**config.mk**
```make
export PLATFORM = sky130hd
export DESIGN_NAME = decode_issue_ctrl
export DESIGN_NICKNAME = d
export VERILOG_FILES = /design/src/rtl/decode_issue_ctrl.sv
export SDC_FILE = /design/constraint.sdc
export NUM_CORES = 1
export LEC_CHECK = 0
export ABC_CLOCK_PERIOD_IN_PS = 5960
export CORE_MARGIN = 2
export CORE_UTILIZATION = 50
export DETAILED_ROUTE_END_ITERATION = 8
export PLACE_DENSITY_LB_ADDON = 0.1
export SYNTH_ARGS = -nofsm -noshare
export SYNTH_HDL_FRONTEND = slang
export SYNTH_SLANG_ARGS = --single-unit
```
**constraint.sdc**
```tcl
create_clock -name clk -period 5.96 [get_ports clk]
set_clock_uncertainty 0.05 [all_clocks]
set_input_delay 0.596 -clock clk [delete_from_list [all_inputs] [get_ports clk]]
set_output_delay 0.596 -clock clk [all_outputs]
set_load 0.1 [all_outputs]
```
**src/rtl/decode_issue_ctrl.sv**
```systemverilog
// Issue controller between fetch and execute.
// Holds one decoded instruction and issues it only when its source and
// destination registers are free of pending writes. A busy-bit scoreboard
// tracks in-flight writes. Writebacks and flushes clear busy bits. A
// saturating counter records the cycles in which a hazard held off an
// otherwise acceptable instruction.
module decode_issue_ctrl #(
  parameter int ARCH_BITS = 32,
  parameter int NUM_REGS  = 32,
  parameter bit REG0_ZERO = 1'b1,
  parameter int CNT_BITS  = 16
) (
  input  logic                 clk,
  input  logic                 rst,
  input  logic                 in_valid,
  input  logic [ARCH_BITS-1:0] in_inst,
  input  logic                 in_rd_s1,
  input  logic                 in_rd_s2,
  input  logic                 in_wr_dst,
  output logic                 in_ready,
  output logic                 out_valid,
  output logic [ARCH_BITS-1:0] out_inst,
  output logic [6:0]           out_opcode,
  output logic [4:0]           out_dst,
  output logic [4:0]           out_src1,
  output logic [4:0]           out_src2,
  output logic [9:0]           out_imm,
  input  logic                 out_ready,
  input  logic                 wb_valid,
  input  logic [4:0]           wb_dst,
  input  logic                 flush,
  output logic [NUM_REGS-1:0]  busy,
  output logic [CNT_BITS-1:0]  stall_cnt
);

  logic                 out_valid_q, out_valid_d;
  logic [ARCH_BITS-1:0] inst_q, inst_d;
  logic                 wr_q, wr_d;
  logic [NUM_REGS-1:0]  busy_q, busy_d;
  logic [CNT_BITS-1:0]  cnt_q, cnt_d;

  logic [NUM_REGS-1:0]  busy_eff;
  logic [4:0]           in_dst, in_src1, in_src2;
  logic                 hazard, slot_free, accept, flush_clr, stall_evt;

  assign in_dst  = in_inst[24:20];
  assign in_src1 = in_inst[19:15];
  assign in_src2 = in_inst[14:10];

  // Hazard check against the registered scoreboard; r0 is masked when hardwired.
  always_comb begin
    busy_eff = busy_q;
    if (REG0_ZERO) busy_eff[0] = 1'b0;
    hazard = (in_rd_s1  & busy_eff[in_src1]) |
             (in_rd_s2  & busy_eff[in_src2]) |
             (in_wr_dst & busy_eff[in_dst]);
  end

  assign slot_free = ~out_valid_q | out_ready;
  assign in_ready  = slot_free & ~hazard & ~flush;
  assign accept    = in_valid & in_ready;
  // A held inst that issues in the flush cycle is already gone; only squash an unconsumed one.
  assign flush_clr = flush & out_valid_q & ~out_ready & wr_q;
  assign stall_evt = in_valid & slot_free & hazard & ~flush;

  // Scoreboard update: clears first so a same-cycle set from an accept wins.
  always_comb begin
    busy_d = busy_q;
    if (wb_valid) busy_d[wb_dst] = 1'b0;
    if (flush_clr) busy_d[inst_q[24:20]] = 1'b0;
    if (accept && in_wr_dst) busy_d[in_dst] = 1'b1;
    if (REG0_ZERO) busy_d[0] = 1'b0;
  end

  // Issue register: load on accept, drop on consume or flush, otherwise hold.
  always_comb begin
    out_valid_d = out_valid_q;
    inst_d      = inst_q;
    wr_d        = wr_q;
    if (accept) begin
      out_valid_d = 1'b1;
      inst_d      = in_inst;
      wr_d        = in_wr_dst;
    end else if (flush || out_ready) begin
      out_valid_d = 1'b0;
    end
  end

  // Saturating hazard-stall counter.
  always_comb begin
    cnt_d = cnt_q;
    if (stall_evt && (cnt_q != {CNT_BITS{1'b1}})) cnt_d = cnt_q + CNT_BITS'(1);
  end

  // State registers with synchronous reset.
  always_ff @(posedge clk) begin
    if (rst) begin
      out_valid_q <= 1'b0;
      inst_q      <= '0;
      wr_q        <= 1'b0;
      busy_q      <= '0;
      cnt_q       <= '0;
    end else begin
      out_valid_q <= out_valid_d;
      inst_q      <= inst_d;
      wr_q        <= wr_d;
      busy_q      <= busy_d;
      cnt_q       <= cnt_d;
    end
  end

  assign out_valid  = out_valid_q;
  assign out_inst   = inst_q;
  assign out_opcode = inst_q[31:25];
  assign out_dst    = inst_q[24:20];
  assign out_src1   = inst_q[19:15];
  assign out_src2   = inst_q[14:10];
  assign out_imm    = inst_q[9:0];
  assign busy       = busy_q;
  assign stall_cnt  = cnt_q;

endmodule
```
# [Yosys cells after proc, flatten, opt, wreduce, memory -nomap -nowiden]
# Cells that the tools add are included.
# Widths: inputs -> output; s select.
[op_classes] n_addsub=1 n_lt_le_gt_ge=8 n_eq_ne=1 muxes=17 n_bitwise=24 n_reduce_logical=7
[op_table] op="$mux 32" count=3
[op_table] op="$and 32x32->32" count=2
[op_table] op="$not 32->32" count=2
[op_table] op="$or 32x32->32" count=1
[op_table] op="$lt 5x6->1 const B" count=5
[op_table] op="$add 16x1->16 const B" count=1
[op_table] op="$ne 16x16->1 const B" count=1
[op_table] op="$bmux 1 s5" count=3
[op_table] op="$demux 1 s5" count=3
[op_table] op="$ge 5x1->1 const B" count=3
[op_table] op="$and 1x1->1" count=12
[op_table] op="$mux 1" count=8
[op_table] op="$logic_and 1x1->1" count=5
[op_table] op="$not 1->1" count=4
[op_table] op="$or 1x1->1" count=3
[op_table] op="$reduce_bool 2->1" count=1
[op_table] op="$logic_or 1x1->1" count=1
[totals] register_bits=82 input_bits=46 output_inout_bits=114 wordCells=64

# [Longest topological paths before layout]
# Gate-level depths: netlist (run 1).
[logic_depth] word_depth=11 mapped_depth=11 ltp_nobuf=8

# [Worst setup path after synthesis (run 1)]
# No wires, ideal clock.
[synth_timing] path_kind="register to output" startpoint="register busy_q[26] (netlist: busy[26])" endpoint="output in_ready" t_arrival_ps=4008 t_required_ps=5314 setup_slack_ps=1306 path_stages_with_launch=7 n_path_buf=0 path_cell_list="dfxtp_1 > mux4_1 > mux2_2 > a2bb2o_1 > or2_1 > nand3_1 > nor3_1"
[synth_via] elab_chain_len=8 elab_cells_between_ends=14 classes_between="mux: 6; bitwise: 8"
[synth_lines] item="start, declared" line="39" source="logic [NUM_REGS-1:0] busy_q, busy_d;"
[synth_lines] item="start signal, assigned" line="107" source="busy_q <= busy_d;"
[synth_lines] item="$bmux 1 s5, on equally long branches" line="54, 55"
[synth_lines] item="$mux 1, on equally long branches" line="54, 55"
[synth_lines] item="$and 1x1->1, on equally long branches" line="54, 55"
[synth_lines] item="$or 1x1->1" line="54" source="hazard = (in_rd_s1 & busy_eff[in_src1]) |"
[synth_lines] item="$or 1x1->1 (*)" line="55" source="(in_rd_s2 & busy_eff[in_src2]) |"
[synth_lines] item="$not 1->1 (*)" line="60" source="assign in_ready = slot_free & ~hazard & ~flush;"
[synth_lines] item="$and 1x1->1 (*) (2 in series)" line="60"
[synth_lines] item="end, declared" line="20" source="output logic in_ready,"
# Every way passes the cells marked *; elsewhere a longest branch is shown, timed or not. The select of a mux whose other input is x is not followed.

# [Final worst setup path (run 1)]
[layout_timing] startpoint="input in_inst[21]" endpoint="output in_ready"
[layout_via] elab_chain_len=7
[layout_lines] item="start, declared" line="16" source="input logic [ARCH_BITS-1:0] in_inst,"
[layout_lines] item="$bmux 1 s5" line="56" source="(in_wr_dst & busy_eff[in_dst]);"
[layout_lines] item="$mux 1 (not written as such)" line="56"
[layout_lines] item="$and 1x1->1" line="56"
[layout_lines] item="$or 1x1->1" line="55"
[layout_lines] item="$not 1->1" line="60"
[layout_lines] item="$and 1x1->1 (2 in series)" line="60"
# Every way passes these cells. The select of a mux whose other input is x is not followed.

==> results of run 1 <==
==> per-stage QoR <==
step / utilization / hold WS [ns] / total power [mW]
3_5_place_dp: 0.661 / 0.454 / 0.917
4_1_cts: 0.687 / 0.472 / 1.38
6_report: 0.687 / 0.468 / 1.37
3_3_place_gp: 0.661 / 0.427 / 0.913
2_1_floorplan: - / 0.413 / 0.839
5_1_grt: 0.687 / 0.487 / 1.42
==> logic make-up after synthesis <==
group                      count (synthesis)
other                                      1
muxes                                     75
adders and majority gates                  1
buffers and inverters                     74
DFF                                       81
AOI/OAI and AO/OA                        102
and+or+nand+nor                          195
==> cell usage after synthesis, drive strengths merged, types with 2 or more instances <==
| cell type | number |
|---|---|
| and2 | 5 |
| nor2b | 14 |
| mux2i | 43 |
| nand2 | 29 |
| buf | 46 |
| nand2b | 8 |
| nor3b | 4 |
| dfxtp | 81 |
| a221oi | 2 |
| mux4 | 16 |
| nand3b | 8 |
| o31ai | 4 |
| o2111ai | 28 |
| o21ai | 38 |
| or3b | 3 |
| clkbuf | 21 |
| mux2 | 16 |
| nor4 | 2 |
| nor3 | 3 |
| a222oi | 2 |
| nor2 | 50 |
| or2 | 29 |
| a21oi | 12 |
| or3 | 10 |
| nand3 | 14 |
| nand4 | 6 |
| or4 | 7 |
| o221ai | 4 |
| inv | 7 |
==> sequential cells by signal (all words and copies together) (netlist names) <==
signal     cells
stall_cnt     16
out_inst      32
out_valid      1
busy          31
wr_q           1
==> worst register-to-register path: stages (launching register included) <==
cell      delay, ns
dfxtp_1        0.38
mux2_1         0.31
a222oi_1       0.34
a211oi_1       0.14
o31a_1         0.38
o31ai_2        1.00
nor2b_1        0.19
mux2_2         0.33
==> routing by layer <==
layer,track usage,vias to the layer above,wire length [microns]
met2,0.440,209,6760
li1,-,2125,-
met3,0.0561,36,1080
met5,0,-,0
met1,0.343,2159,5930
met4,0.0923,0,375
==> how the worst min path moves through the flow <==
| stage | slack (ns) | start | end | cells past startpoint |
|---|---|---|---|---|
| after floorplan | 0.41 | wr_q | wr_q | 2 |
| after global placement | 0.43 | wr_q | wr_q | 2 |
| after detailed placement | 0.45 | wr_q | wr_q | 2 |
| after CTS | 0.47 | wr_q | wr_q | 2 |
| after global routing | 0.49 | wr_q | wr_q | 2 |
| final | 0.47 | wr_q | wr_q | 2 |
==> power by group through the flow <==
stage | logic [mW] | registers [mW] | clock network [mW]
detailed placement | 0.339 | 0.578 | 0
global route | 0.354 | 0.568 | 0.496
global placement | 0.336 | 0.578 | 0
CTS | 0.339 | 0.566 | 0.474
floorplan | 0.180 | 0.659 | 0
finish | 0.339 | 0.566 | 0.468
==> final cells by class <==
class / count / area (sq um)
Clock buffer: 11 / 151
Clock inverter: 5 / 86.3
Fill cell: 788 / 2920
Inverter: 7 / 26.3
Multi-Input combinational cell: 374 / 2780
Sequential cell: 81 / 1620
Tap cell: 129 / 161
Timing Repair Buffer: 159 / 1580
==> flow_summary.yaml, run 1 <==
power:
  switching_share: 0.337
  p_per_area_mw_per_mm2: 214
  internal_power_mw: 0.910
  ir_worst_vdd_uv: 122
  power.switching_mw: 0.463
  leakagePower_nw: 2.33
  power.share.combinational: 0.247
  pwr-share-seq: 0.412
  clockPowerShare: 0.341
clock_network:
  insertion_delay_ns: 0.36
  cts_resized: 0
  cts_buffer_depth: 2
  clk_pin_slew_worst_paths_ns: 0.08
  hold_fix_buffers_cts: 0
  cts_buffers: 9
  cts_tree: "built"
  ctsRootBufferMaster: "clkbuf_8"
  clkSinkCount: 81
  post_cts_setup_driven_buffer_insertion_count: 0
  htree_levels: 3
yosys:
  postSynth.asyncResetShare: 0
  post_synth_num_cell_types: 54
  largest_family_of_logic_cells_by_synthesized_area: "simple AND/OR/NAND/NOR gates"
  syn_area_sq_mm: 0.00483
  synthFlopType: "dfxtp_1"
  postSynthRegisterBits: 81
  synth_largest_area_cell: "dfxtp_1"
  yosys.area.top_type_share: 0.336
  ys.warnings.count: 0
  synth-edff-count: 0
  post_synthesis_adder_cell_area_fraction: 0.00259
  synth.net_count: 576
  syn_inst: 529
  synth_area_leaders: "dfxtp_1, mux2i_1, mux4_2, buf_4, o2111ai_1"
  synth-xor-area-share: 0
  synthMuxAreaShare: 0.202
  synth_simple_gate_area_frac: 0.216
  synth-seq-area-share: 0.336
  area_fraction_in_compound_gates_after_synthesis: 0.152
  mapped_avg_cell_area_sq_um: 9.13
floorplanning:
  floorplan.die_area_sq_mm: 0.0105
  floorplan.die.height_microns: 102
  placementRows: 35
  core-area_sq_mm: 0.00933
  ios: 160
  start_util: 0.518
  floorplan.die.width_microns: 102
worst_setup_path:
  critPathBufInv: 2
  cp_data_arrival_time_ns: 3.44
  crit_path_cell_trace: "clkdlybuf4s50_1 > mux2_2 > a222oi_1 > a2bb2oi_1 > o31ai_1 > nand3_1 > nor3_1 > buf_4"
  critPathLaunch: "in_inst[21]"
  critical_path_cell_count: 8
  timing.critical_path.slowest_stage_cell: "clkdlybuf4s50_1"
  timing_worst_setup_path_type: "primary input to primary output"
  regToRegSetupSlack_ns: 2.73
  timing.critical_path.slowest_cell_delay_ns: 0.87
  regToRegEndpoint: "stall_cnt[0]"
  worst-endpoint-required_ns: 5.31
  critPathCapture: "in_ready"
  timing.critical_path.from_type: "primary input"
  cpLargestDelayFamily: "buffers and inverters"
  crit_fanout: 15
  critPathCaptureType: "primary output"
  reg2regPathDepth: 7
  regToRegStartpoint: "busy[6]"
timing:
  finalSetupViolCount: 0
  grt_setup_unrepaired: "no"
  achievable-frequency_mhz: 245
  setup_tns_ns: 0
  worst-slew-pin-transition_ns: 1.17
  finalCriticalPeriod_ns: 4.08
  final_min_period_over_clock_period: 0.685
  final_max_slew_viols: 0
  setup_ws_ns: 1.88
  timing.slew.headroom: 0.214
  final_hold_viol_count: 0
detailed_routing:
  totalWireLength_mm: 14.2
  routed-via-count: 4529
  viasPerCell: 5.91
  drc: 0
  routed_length_per_instance_microns: 18.5
  drt_pre_antenna_iters: 4
  route.antenna.remaining_nets: 0
  drt_first_iter_violations: 263
global_route:
  grt_first_pass_wirelength_mm: 21.6
  grt-ovfl-total: 0
  grt_overall_usage: 0.265
  grt_pass1_vias: 4177
  largest_net_degree_at_the_start_of_global_routing: 58
  grt_antenna_before_repair: 0
final_layout:
  layout.cells.most_common: "clkdlybuf4s50_1"
  mostFrequentLayoutCells: "clkdlybuf4s50_1, dfxtp_1, nor2_1"
  area.growth.synth_to_final_pct: 32.6
  drive_gt1_frac: 0.141
  design.final.nets: 679
  finalInstanceArea_sq_mm: 0.00640
  diodes: 0
  post_layout_nonfiller_instances: 766
placement:
  pre_cts_ws_ns: 1.62
  placement.cell_area_sq_mm: 0.00617
  hpwl_mm: 10.4
  port_buffers: 158
  dpl.cell_count: 750
  routabilityCongestion: 0.963
min_path:
  timing.hold.worst.class: "register to register"
status:
  run_status: "finished, final reports clean"
run:
  max_cap_viols: 0
Note: power is estimated with default switching activity, not from simulation.
==> run 2: changes to the inputs <==
- ABC_CLOCK_PERIOD_IN_PS: 5960 -> 3400
- CORE_UTILIZATION: 50 -> 42
- clock period: 5.96 -> 3.4 ns (I/O delays scaled with it)
==> run 2 against run 1 <==
  * Sequential power grew 75%
  * Via count rose by 1.9%
  * Power increased by 91%
  * First-iteration DRC count is 25% higher
  * Register-to-register slack got worse by 2.2 ns
  * Critical path depth up 2
  * Sequential cell count unchanged
  * Die area grew 18%
  * Highest routed layer unchanged
==> flow_summary.yaml, run 2 (synthesized netlist as in run 1, its figures left out) <==
floorplanning:
  start_util: 0.427
  core-area_sq_mm: 0.0113
  floorplan.die.height_microns: 111
  floorplan.die_area_sq_mm: 0.0124
  floorplan.die.width_microns: 111
  placementRows: 39
  ios: 160
clock_network:
  ctsRootBufferMaster: "clkbuf_16"
  cts_buffer_depth: 2
  hold_fix_buffers_cts: 0
  cts_resized: 0
  clkSinkCount: 81
  clk_pin_slew_worst_paths_ns: 0.06
  cts_buffers: 9
  cts_tree: "built"
  insertion_delay_ns: 0.34
  post_cts_setup_driven_buffer_insertion_count: 0
  htree_levels: 3
worst_setup_path:
  timing.critical_path.from_type: "primary input"
  timing_worst_setup_path_type: "primary input to primary output"
  crit_path_frequent_cell: "buf_4"
  timing.critical_path.slowest_cell_delay_ns: 0.46
  critPathBufInv: 4
  crit_path_cell_trace: "clkdlybuf4s50_1 > buf_4 > mux2_2 > a222oi_1 > a2bb2oi_1 > o31ai_1 > buf_4 > nand3_1 > nor3_4 > buf_12"
  worst-endpoint-required_ns: 3.01
  timing.critical_path.slowest_stage_cell: "clkdlybuf4s50_1"
  cpLargestDelayFamily: "buffers and inverters"
  critical_path_cell_count: 10
  cp_data_arrival_time_ns: 2.85
  reg2regPathDepth: 8
  critPathCaptureType: "primary output"
  crit_fanout: 7
timing:
  fin_worst_hold_slack_ns: 0.452
  timing.slew.headroom: 0.329
  final_min_period_over_clock_period: 0.952
  final_max_slew_viols: 0
  finalSetupViolCount: 0
  final_hold_viol_count: 0
  finalCriticalPeriod_ns: 3.24
  worst-slew-pin-transition_ns: 1.00
  grt_setup_unrepaired: "no"
  achievable-frequency_mhz: 309
  setup_tns_ns: 0
status:
  run_status: "finished, final reports clean"
global_route:
  grt-ovfl-total: 0
  grt_antenna_before_repair: 0
  grt_first_pass_wirelength_mm: 24.0
  grt_overall_usage: 0.241
  largest_net_degree_at_the_start_of_global_routing: 57
  grt_pass1_vias: 4426
final_layout:
  design.final.nets: 712
  mostFrequentLayoutCells: "clkdlybuf4s50_1, dfxtp_1, nor2_1"
  diodes: 0
  drive_gt1_frac: 0.184
  largest_register_ffs: 32
  area.growth.synth_to_final_pct: 40.3
  post_layout_nonfiller_instances: 813
  layout.cells.most_common: "clkdlybuf4s50_1"
  finalInstanceArea_sq_mm: 0.00678
  multi_input_comb_area_sq_mm: 0.00279
  seqCellArea_sq_mm: 0.00162
  final.fill_count: 1042
min_path:
  timing.hold.worst.class: "register to register"
  whs_path_depth: 2
placement:
  placement.cell_area_sq_mm: 0.00647
  hpwl_mm: 11.1
  dpl.cell_count: 797
  port_buffers: 158
  routabilityCongestion: 0.938
detailed_routing:
  routed-via-count: 4617
  drt_first_iter_violations: 328
  totalWireLength_mm: 15.0
  routed_length_per_instance_microns: 18.5
  viasPerCell: 5.68
  route.antenna.remaining_nets: 0
  drc: 0
  drt_pre_antenna_iters: 5
power:
  p_per_area_mw_per_mm2: 388
  leakagePower_nw: 2.52
  ir_worst_vdd_uv: 210
run:
  max_cap_viols: 0
[run 2: changes by cell type in the layout (fill, tap and decap cells not counted)]
cell,change
buf_12,+2
clkinv_2,+1
clkbuf_1,+1
nor3_4,+1
inv_6,-1
buf_4,+31
clkbuf_8,-9
clkinv_4,-1
clkbuf_16,+9
bufinv_16,-1
nor3_1,-1
clkinvlp_4,+1
[run 2: metal layers]
layer | up-vias | track usage | routed length (microns)
li1 | 2193 | - | -
met1 | 2236 | 0.323 | 6700
met2 | 175 | 0.393 | 7200
met3 | 13 | 0.0514 | 957
met4 | 0 | 0.0741 | 163
met5 | - | 0 | 0
[run 2: per-stage QoR]
| step | total power, mW | setup slack, ns | utilization |
|---|---|---|---|
| after global routing | 2.72 | 0.0402 | 0.599 |
| after CTS | 2.65 | 0.145 | 0.599 |
| after detailed placement | 1.65 | -0.0778 | 0.571 |
| after global placement | 1.64 | -0.0227 | 0.571 |
| after floorplan | 1.47 | 0.242 | - |
| final | 2.63 | 0.165 | 0.599 |
[run 2: final timing paths]
| check | slack (ns) | from | endpoint |
|---|---|---|---|
| max | 0.16 | in_inst[21] | in_ready |
| min | 0.45 | stall_cnt[14] | stall_cnt[14] |
| max reg2reg | 0.58 | busy[9] | busy[13] |
| min reg2reg | 0.45 | stall_cnt[14] | stall_cnt[14] |
[run 2: report_power, final]
part	switching (mW)	total (mW)	leakage, nW	internal, mW
Combinational	0.436	0.631	1.72	0.194
Clock	0.393	1.00	0.149	0.609
Sequential	0.0230	0.993	0.655	0.970
[run 2: tightest hold or removal path: stages, from the launching register on]
cell and delay [ns]:
dfxtp_1 0.33, o21ai_0 0.07, a21oi_1 0.06
[run 2: layout make-up]
type,count,share of cell area
Clock buffer,12,0.0379
Tap cell,143,0.0264
Inverter,7,0.00388
Clock inverter,4,0.00757
Sequential cell,81,0.239
Timing Repair Buffer,192,0.274
Multi-Input combinational cell,374,0.411
==> run 3: changes to the inputs <==
- CORE_ASPECT_RATIO: not set -> 1.2
- GPL_ROUTABILITY_DRIVEN: not set -> 0
==> run 3 against run 2 <==
  * Sequential cell count unchanged
  * Largest cell class unchanged
  * Highest routed layer unchanged
  * Via count rose by 0.32%
  * Power decreased by 4.5%
==> flow_summary.yaml, run 3 (synthesized netlist as in run 1, its figures left out) <==
status:
  run_status: "finished, final reports clean"
detailed_routing:
  drc: 0
  drt_first_iter_violations: 202
  routed_length_per_instance_microns: 18.6
  route.antenna.remaining_nets: 0
  drt_pre_antenna_iters: 5
  viasPerCell: 5.63
  routed-via-count: 4632
  totalWireLength_mm: 15.3
clock_network:
  cts_buffers: 9
  hold_fix_buffers_cts: 0
  insertion_delay_ns: 0.34
  ctsRootBufferMaster: "clkbuf_16"
  cts_tree: "built"
  cts_buffer_depth: 2
  clk_pin_slew_worst_paths_ns: 0.06
  htree_levels: 3
  clkSinkCount: 81
floorplanning:
  floorplan.die.width_microns: 102
  floorplan.die.height_microns: 121
  floorplan.die_area_sq_mm: 0.0124
  core-area_sq_mm: 0.0111
  placementRows: 42
  start_util: 0.434
  ios: 160
final_layout:
  diodes: 0
  design.final.nets: 712
  drive_gt1_frac: 0.182
  area.growth.synth_to_final_pct: 39.5
  layout.cells.most_common: "clkdlybuf4s50_1"
  mostFrequentLayoutCells: "clkdlybuf4s50_1, dfxtp_1, nor2_1"
  largest_register_ffs: 32
  finalInstanceArea_sq_mm: 0.00674
power:
  ir_worst_vdd_uv: 230
  leakagePower_nw: 2.50
  p_per_area_mw_per_mm2: 372
worst_setup_path:
  regToRegEndpoint: "busy[9]"
  critPathCaptureType: "register"
  crit_fanout: 6
  crit_path_cell_trace: "clkdlybuf4s50_1 > buf_4 > mux4_2 > mux2_2 > a2bb2o_1 > or2_1 > nand4_1 > or4_1 > buf_4 > o21ai_1"
  reg2regPathDepth: 9
  cp_data_arrival_time_ns: 3.36
  regToRegStartpoint: "busy[11]"
  timing.critical_path.slowest_cell_delay_ns: 0.58
  timing.critical_path.from_type: "primary input"
  regToRegSetupSlack_ns: 0.48
  timing_worst_setup_path_type: "primary input to register"
  crit_path_frequent_cell: "buf_4"
  timing.critical_path.slowest_stage_cell: "or4_1"
  worst-endpoint-required_ns: 3.60
timing:
  final_min_period_over_clock_period: 0.928
  grt_setup_unrepaired: "no"
  final_hold_viol_count: 0
  finalSetupViolCount: 0
  setup_tns_ns: 0
  finalCriticalPeriod_ns: 3.15
  worst-slew-pin-transition_ns: 0.998
  final_max_slew_viols: 0
  timing.slew.headroom: 0.332
  achievable-frequency_mhz: 317
global_route:
  grt_first_pass_wirelength_mm: 23.2
  grt_overall_usage: 0.244
  largest_net_degree_at_the_start_of_global_routing: 57
  grt_antenna_before_repair: 0
  grt_pass1_vias: 4297
  grt-ovfl-total: 0
run:
  max_cap_viols: 0
min_path:
  whs_path_depth: 2
  worstHoldEndpoint: "wr_q"
  timing.hold.worst.class: "register to register"
  startpoint_of_the_lowest_slack_hold_path: "wr_q"
placement:
  placement.cell_area_sq_mm: 0.00647
  port_buffers: 158
  hpwl_mm: 11.4
## run 3: area by class of cell
cell class	count	area [sq um]
Timing Repair Buffer	192	1840
Multi-Input combinational cell	374	2790
Inverter	7	26.3
Clock buffer	12	246
Clock inverter	3	17.5
Fill cell	1018	4400
Tap cell	154	193
Sequential cell	81	1620
## run 3: what timing repair did
item | in CTS | in global routing
setup endpoints to repair | 0 | 2
resized for setup | 0 | 2
buffers inserted | 0 | 0
endpoints found under the hold margin | 0 | 0
## run 3: metal layers
layer | track usage | part of all wire
met5 | 0 | 0
met4 | 0.100 | 0.025
met3 | 0.0351 | 0.059
met2 | 0.412 | 0.50
met1 | 0.308 | 0.42
## run 3: worst max-delay path: cells and delay by family
family / cells / cell delay (ns)
AO/OA/AOI/OAI: 2 / 0.44
AND/OR/NAND/NOR: 3 / 0.89
buffers and inverters: 3 / 0.88
multiplexers: 2 / 0.79
## run 3: worst max path at each step
stage	start	to	slack (ns)	cells after the start
6_report	in_inst[11]	busy[9]	0.25	10
5_1_grt	in_inst[11]	out_inst[13]	0.06	11
4_1_cts	in_inst[21]	in_ready	0.08	11
3_5_place_dp	in_inst[21]	busy[9]	-0.15	11
3_3_place_gp	in_inst[11]	busy[9]	-0.09	10
2_1_floorplan	busy[26]	in_ready	0.24	6
## run 3: power by group
part	switching, mW	internal [mW]	leakage [nW]
sequential	0.0234	0.971	0.655
combinational	0.434	0.191	1.72
clock	0.380	0.508	0.128
## run 3: through the flow
step	power, mW	hold WS, ns	cells	setup WS [ns]	utilization
detailed placement	1.64	0.442	808	-0.149	0.581
global placement	1.63	0.430	808	-0.0884	0.581
finish	2.51	0.450	823	0.246	0.605
global route	2.59	0.488	823	0.0628	0.605
CTS	2.52	0.454	823	0.0813	0.604
floorplan	1.47	0.413	529	0.242	-
==> RTL change 1 (flow settings as in run 1) <==
`ARCH_BITS`: 32 -> 64.
--- a/src/rtl/decode_issue_ctrl.sv
+++ b/src/rtl/decode_issue_ctrl.sv
@@ -7,3 +7,3 @@
 module decode_issue_ctrl #(
-  parameter int ARCH_BITS = 32,
+  parameter int ARCH_BITS = 64,
   parameter int NUM_REGS  = 32,
Interface: changed (resized in_inst and out_inst); port bits go from 160 to 224. No check against the original RTL was run, so the function may have changed too.
==> RTL change 1 against run 1 <==
  * Clock power grew 130%
  * Synthesized area is 22% higher
  * Maximum frequency fell by 9.1%
  * Hold slack worse by 0.021 ns
  * Sequential cell count is 32 higher
  * Via count is 27% higher
  * Global-route usage is 4.0 points higher
  * First-iteration DRC count rose by 49%
  * Routed wire length is 37% higher
  * Power is 72% higher
  * Worst setup slack worse by 0.41 ns
  * Critical path type unchanged
  * Final area up 33%
  * Count of clock-buffer cells in the layout is 9 higher
==> RTL change 1: results (changes against run 1) <==
status: "finished, final reports clean"
drtPass1Iterations: 5  # +1
nNonClkInverters: 4  # -3
grt_use_total: 0.304  # +0.0396
min_to: "out_inst[42]$_SDFFE_PP0P_"
clk_latency_ns: 0.42  # +0.06 ns
nFillCells: 857  # +8.8%
clkTransAtPathRegs_ns: 0.05  # -0.03 ns
internal_power_uw: 1640  # +80%
wl_met2_mm: 9.38  # +39%
num-multi-input-gates: 424  # +13%
wl_met1_mm: 6.85  # +15%
synth.distinct_cells: 50  # -7.4%
pg_seq_uw: 800  # +41%
regToRegSetupSlack_ns: 2.44  # -0.29 ns
largest_reg_flops: 64  # +100%
worstMarginPinSlew_ns: 1.20  # +0.0272 ns
cts-buffers-inserted: 17  # +8
drive_above_1_share: 0.0979  # -0.0434
vdd_drop_max_v: 0.000271  # +120%
syn_nets: 696  # +21%
finalWeightedCongestion: 0.965  # +0.27%
fin_crit_ns: 4.49  # +0.408 ns
yosysSeqAreaShare: 0.385  # +0.0496
synth-compound-area-share: 0.124  # -0.0287
htreeDepth: 4  # +1
cts_root_buf: "clkbuf_16"
io_buffers: 222  # +41%
routed_wl_mm: 19.3  # +37%
nNetsFinal: 864  # +27%
synth_area_leaders: "dfxtp_1 39%, mux2i_1 12%, mux4_2 7.3%, nor2_1 5.3%, o221ai_1 4.9%"
dpl.hpwl_mm: 13.3  # +28%
synthAdderAreaFrac: 0.00213  # -0.000459
clkCellAreaFrac: 0.0728  # +0.0357
muxShareOfSynthArea: 0.212  # +0.00983
grt_pass1_vias: 5705  # +37%
hold_start: "out_inst[42]$_SDFFE_PP0P_"
num_vias: 5772  # +27%
nonClockBufferCount: 225  # +42%
synth-seq-cells: 113  # +40%
regArea_um2: 2260  # +40%
met3_wirelength_mm: 2.03  # +87%
rr_endpoint: "busy[29]$_SDFF_PP0_"
r2r-start: "busy[18]$_SDFF_PP0_"
nClkBuffers: 20  # +9
synth-xor-area-share: 0.00298  # +0.00298
dp_slack_ns: 1.29  # -0.334 ns
multi_input_area_share: 0.374  # -0.0593
p_leak_uw: 0.00335  # +44%
reg2reg_depth: 8  # +1
==> RTL change 1: changes by cell type after synthesis, moves of 8 or more <==
cell              run 1  this run
buf_2                 8        17
nor2_1               50        83
o21ai_0              21         9
dfxtp_1              81       113
o21ai_1               8        16
o221ai_1              4        33
and3_1                0         8
o21ai_2               9         0
nor2b_1              14        44
or2_2                28         0
mux2i_1              43        69
o2111ai_1            28         0
==> RTL change 1: stage by stage <==
stage / instance area [um^2] / std cells / hold slack (ns) / utilization
final: 8490 / 940 / 0.447 / 0.744
after global routing: 8490 / 940 / 0.466 / 0.744
after CTS: 8490 / 940 / 0.451 / 0.744
after detailed placement: 7870 / 909 / 0.439 / 0.689
after global placement: 7870 / 909 / 0.425 / 0.689
after floorplan: 5870 / 617 / 0.413 / -
==> RTL change 1: metal layers <==
metal / GRT usage / up-vias
met1: 0.343 / 2753
li1: - / 2566
met2: 0.504 / 362
met3: 0.104 / 91
met5: 0 / -
met4: 0.174 / 0
==> RTL change 2 (flow settings as in run 1) <==
Made on the original files. Register the output `stall_cnt` once more; this adds one clock of latency there. The other outputs are not delayed to match.
--- a/src/rtl/decode_issue_ctrl.sv
+++ b/src/rtl/decode_issue_ctrl.sv
@@ -119,3 +119,5 @@
   assign busy       = busy_q;
-  assign stall_cnt  = cnt_q;
+  always_ff @(posedge clk) begin
+    stall_cnt <= cnt_q;
+  end
 
Behaviour: not the same (a bounded check fails within 4 cycles, from zero or initial values and one cycle with rst high).
==> RTL change 2 against run 1 <==
  * Power grew 10%
  * Worst setup slack better by 0.031 ns
  * Routed wire length rose by 13%
  * Count of clock-buffer cells in the layout shrank 2
  * Sequential cell count rose by 16
  * Final area increased by 4.7%
  * Synthesized area is 5.4% higher
  * Utilization fell by 0.38 points
  * Critical path type unchanged
  * Critical endpoint unchanged
  * Largest cell class unchanged
  * Largest power group unchanged
  * Highest routed layer unchanged
==> RTL change 2: results (changes against run 1) <==
status: "finished, final reports clean"
drive_above_1_share: 0.0831  # -0.0582
dpl.hpwl_mm: 11.6  # +12%
grt_use_total: 0.287  # +0.0225
clk_latency_ns: 0.38  # +0.02 ns
vdd_drop_max_v: 0.000133  # +9.3%
p_leak_uw: 0.00225  # -3.3%
worstMarginPinSlew_ns: 1.01  # -0.166 ns
synth_area_leaders: "dfxtp_1 38%, nand2_1 6.5%, nor2b_1 5.6%, o221ai_1 5.5%, mux4_2 5.3%"
regToRegSetupSlack_ns: 3.00  # +0.27 ns
place_area_um2: 6470  # +4.9%
num_vias: 5001  # +10%
grt_pass1_wl_mm: 25.1  # +16%
place_inst: 803  # +7.1%
wl_per_cell_um: 19.6  # +6.0%
syn_nets: 623  # +8.2%
netlist_top_cells_count: "97 x dfxtp_1, 88 x nand2_1, 46 x nor2b_1"
synthCells: 576  # +8.9%
drtPass1Iterations: 5  # +1
nNetsFinal: 728  # +7.2%
clkTransAtPathRegs_ns: 0.10  # +0.02 ns
drt_iter0_markers: 383  # +46%
finalWeightedCongestion: 0.962  # about the same
yosysSeqAreaShare: 0.381  # +0.0456
grt_start_max_net_pins: 53  # -8.6%
cp_max_fo: 19  # +4
==> RTL change 2: per-layer routing <==
metal,share of wire,GRT usage,vias up
li1,-,-,2279
met1,0.40,0.365,2388
met2,0.46,0.462,279
met3,0.099,0.0705,55
met4,0.035,0.130,0
met5,0,0,-
==> RTL change 2: path summary, 6_finish.rpt <==
| path | depth (start not counted) | end | start |
|---|---|---|---|
| max reg2reg | 7 | busy[18]$_SDFF_PP0_ | busy[23]$_SDFF_PP0_ |
| min | 0 | stall_cnt[7]$_DFF_P_ | cnt_q[7]$_SDFFE_PP0P_ |
| min reg2reg | 0 | stall_cnt[7]$_DFF_P_ | cnt_q[7]$_SDFFE_PP0P_ |
| max | 7 | in_ready | in_inst[21] |
==> RTL change 2: area by class of cell <==
class                   count  area [um^2]
fillers                   830         3110
multi-input cells         406         2740
flip-flops and latches     97         1940
repair buffers            162         1600
well taps                 133          166
clock buffers               9          124
clock inverters             7          111
inverters                   5         18.8
==> RTL change 2: kinds of logic (layout without fill, tap and decap cells) <==
| family | count (synthesis) | count (layout) | share of synthesized area |
|---|---|---|---|
| and+or+nand+nor | 222 | 222 | 0.233 |
| AOI/OAI and AO/OA | 138 | 138 | 0.181 |
| DFF | 97 | 97 | 0.381 |
| buffers and inverters | 73 | 183 | 0.0823 |
| muxes | 44 | 44 | 0.120 |
| adders and majority gates | 1 | 1 | 0.00246 |
| other | 1 | 1 | 0.000736 |
==> RTL change 2: critical path: cells and delay by family <==
family	cells	cell delay, ns
buffers and inverters	2	1.25
and+or+nand+nor	2	0.37
AOI/OAI and AO/OA	2	0.60
muxes	1	0.59
==> RTL change 2: power by group <==
group | total [uW] | internal, uW | switching [uW]
Combinational | 337 | 90.3 | 247
Clock | 500 | 244 | 256
Sequential | 674 | 660 | 13.9
Total | 1510 | 995 | 517
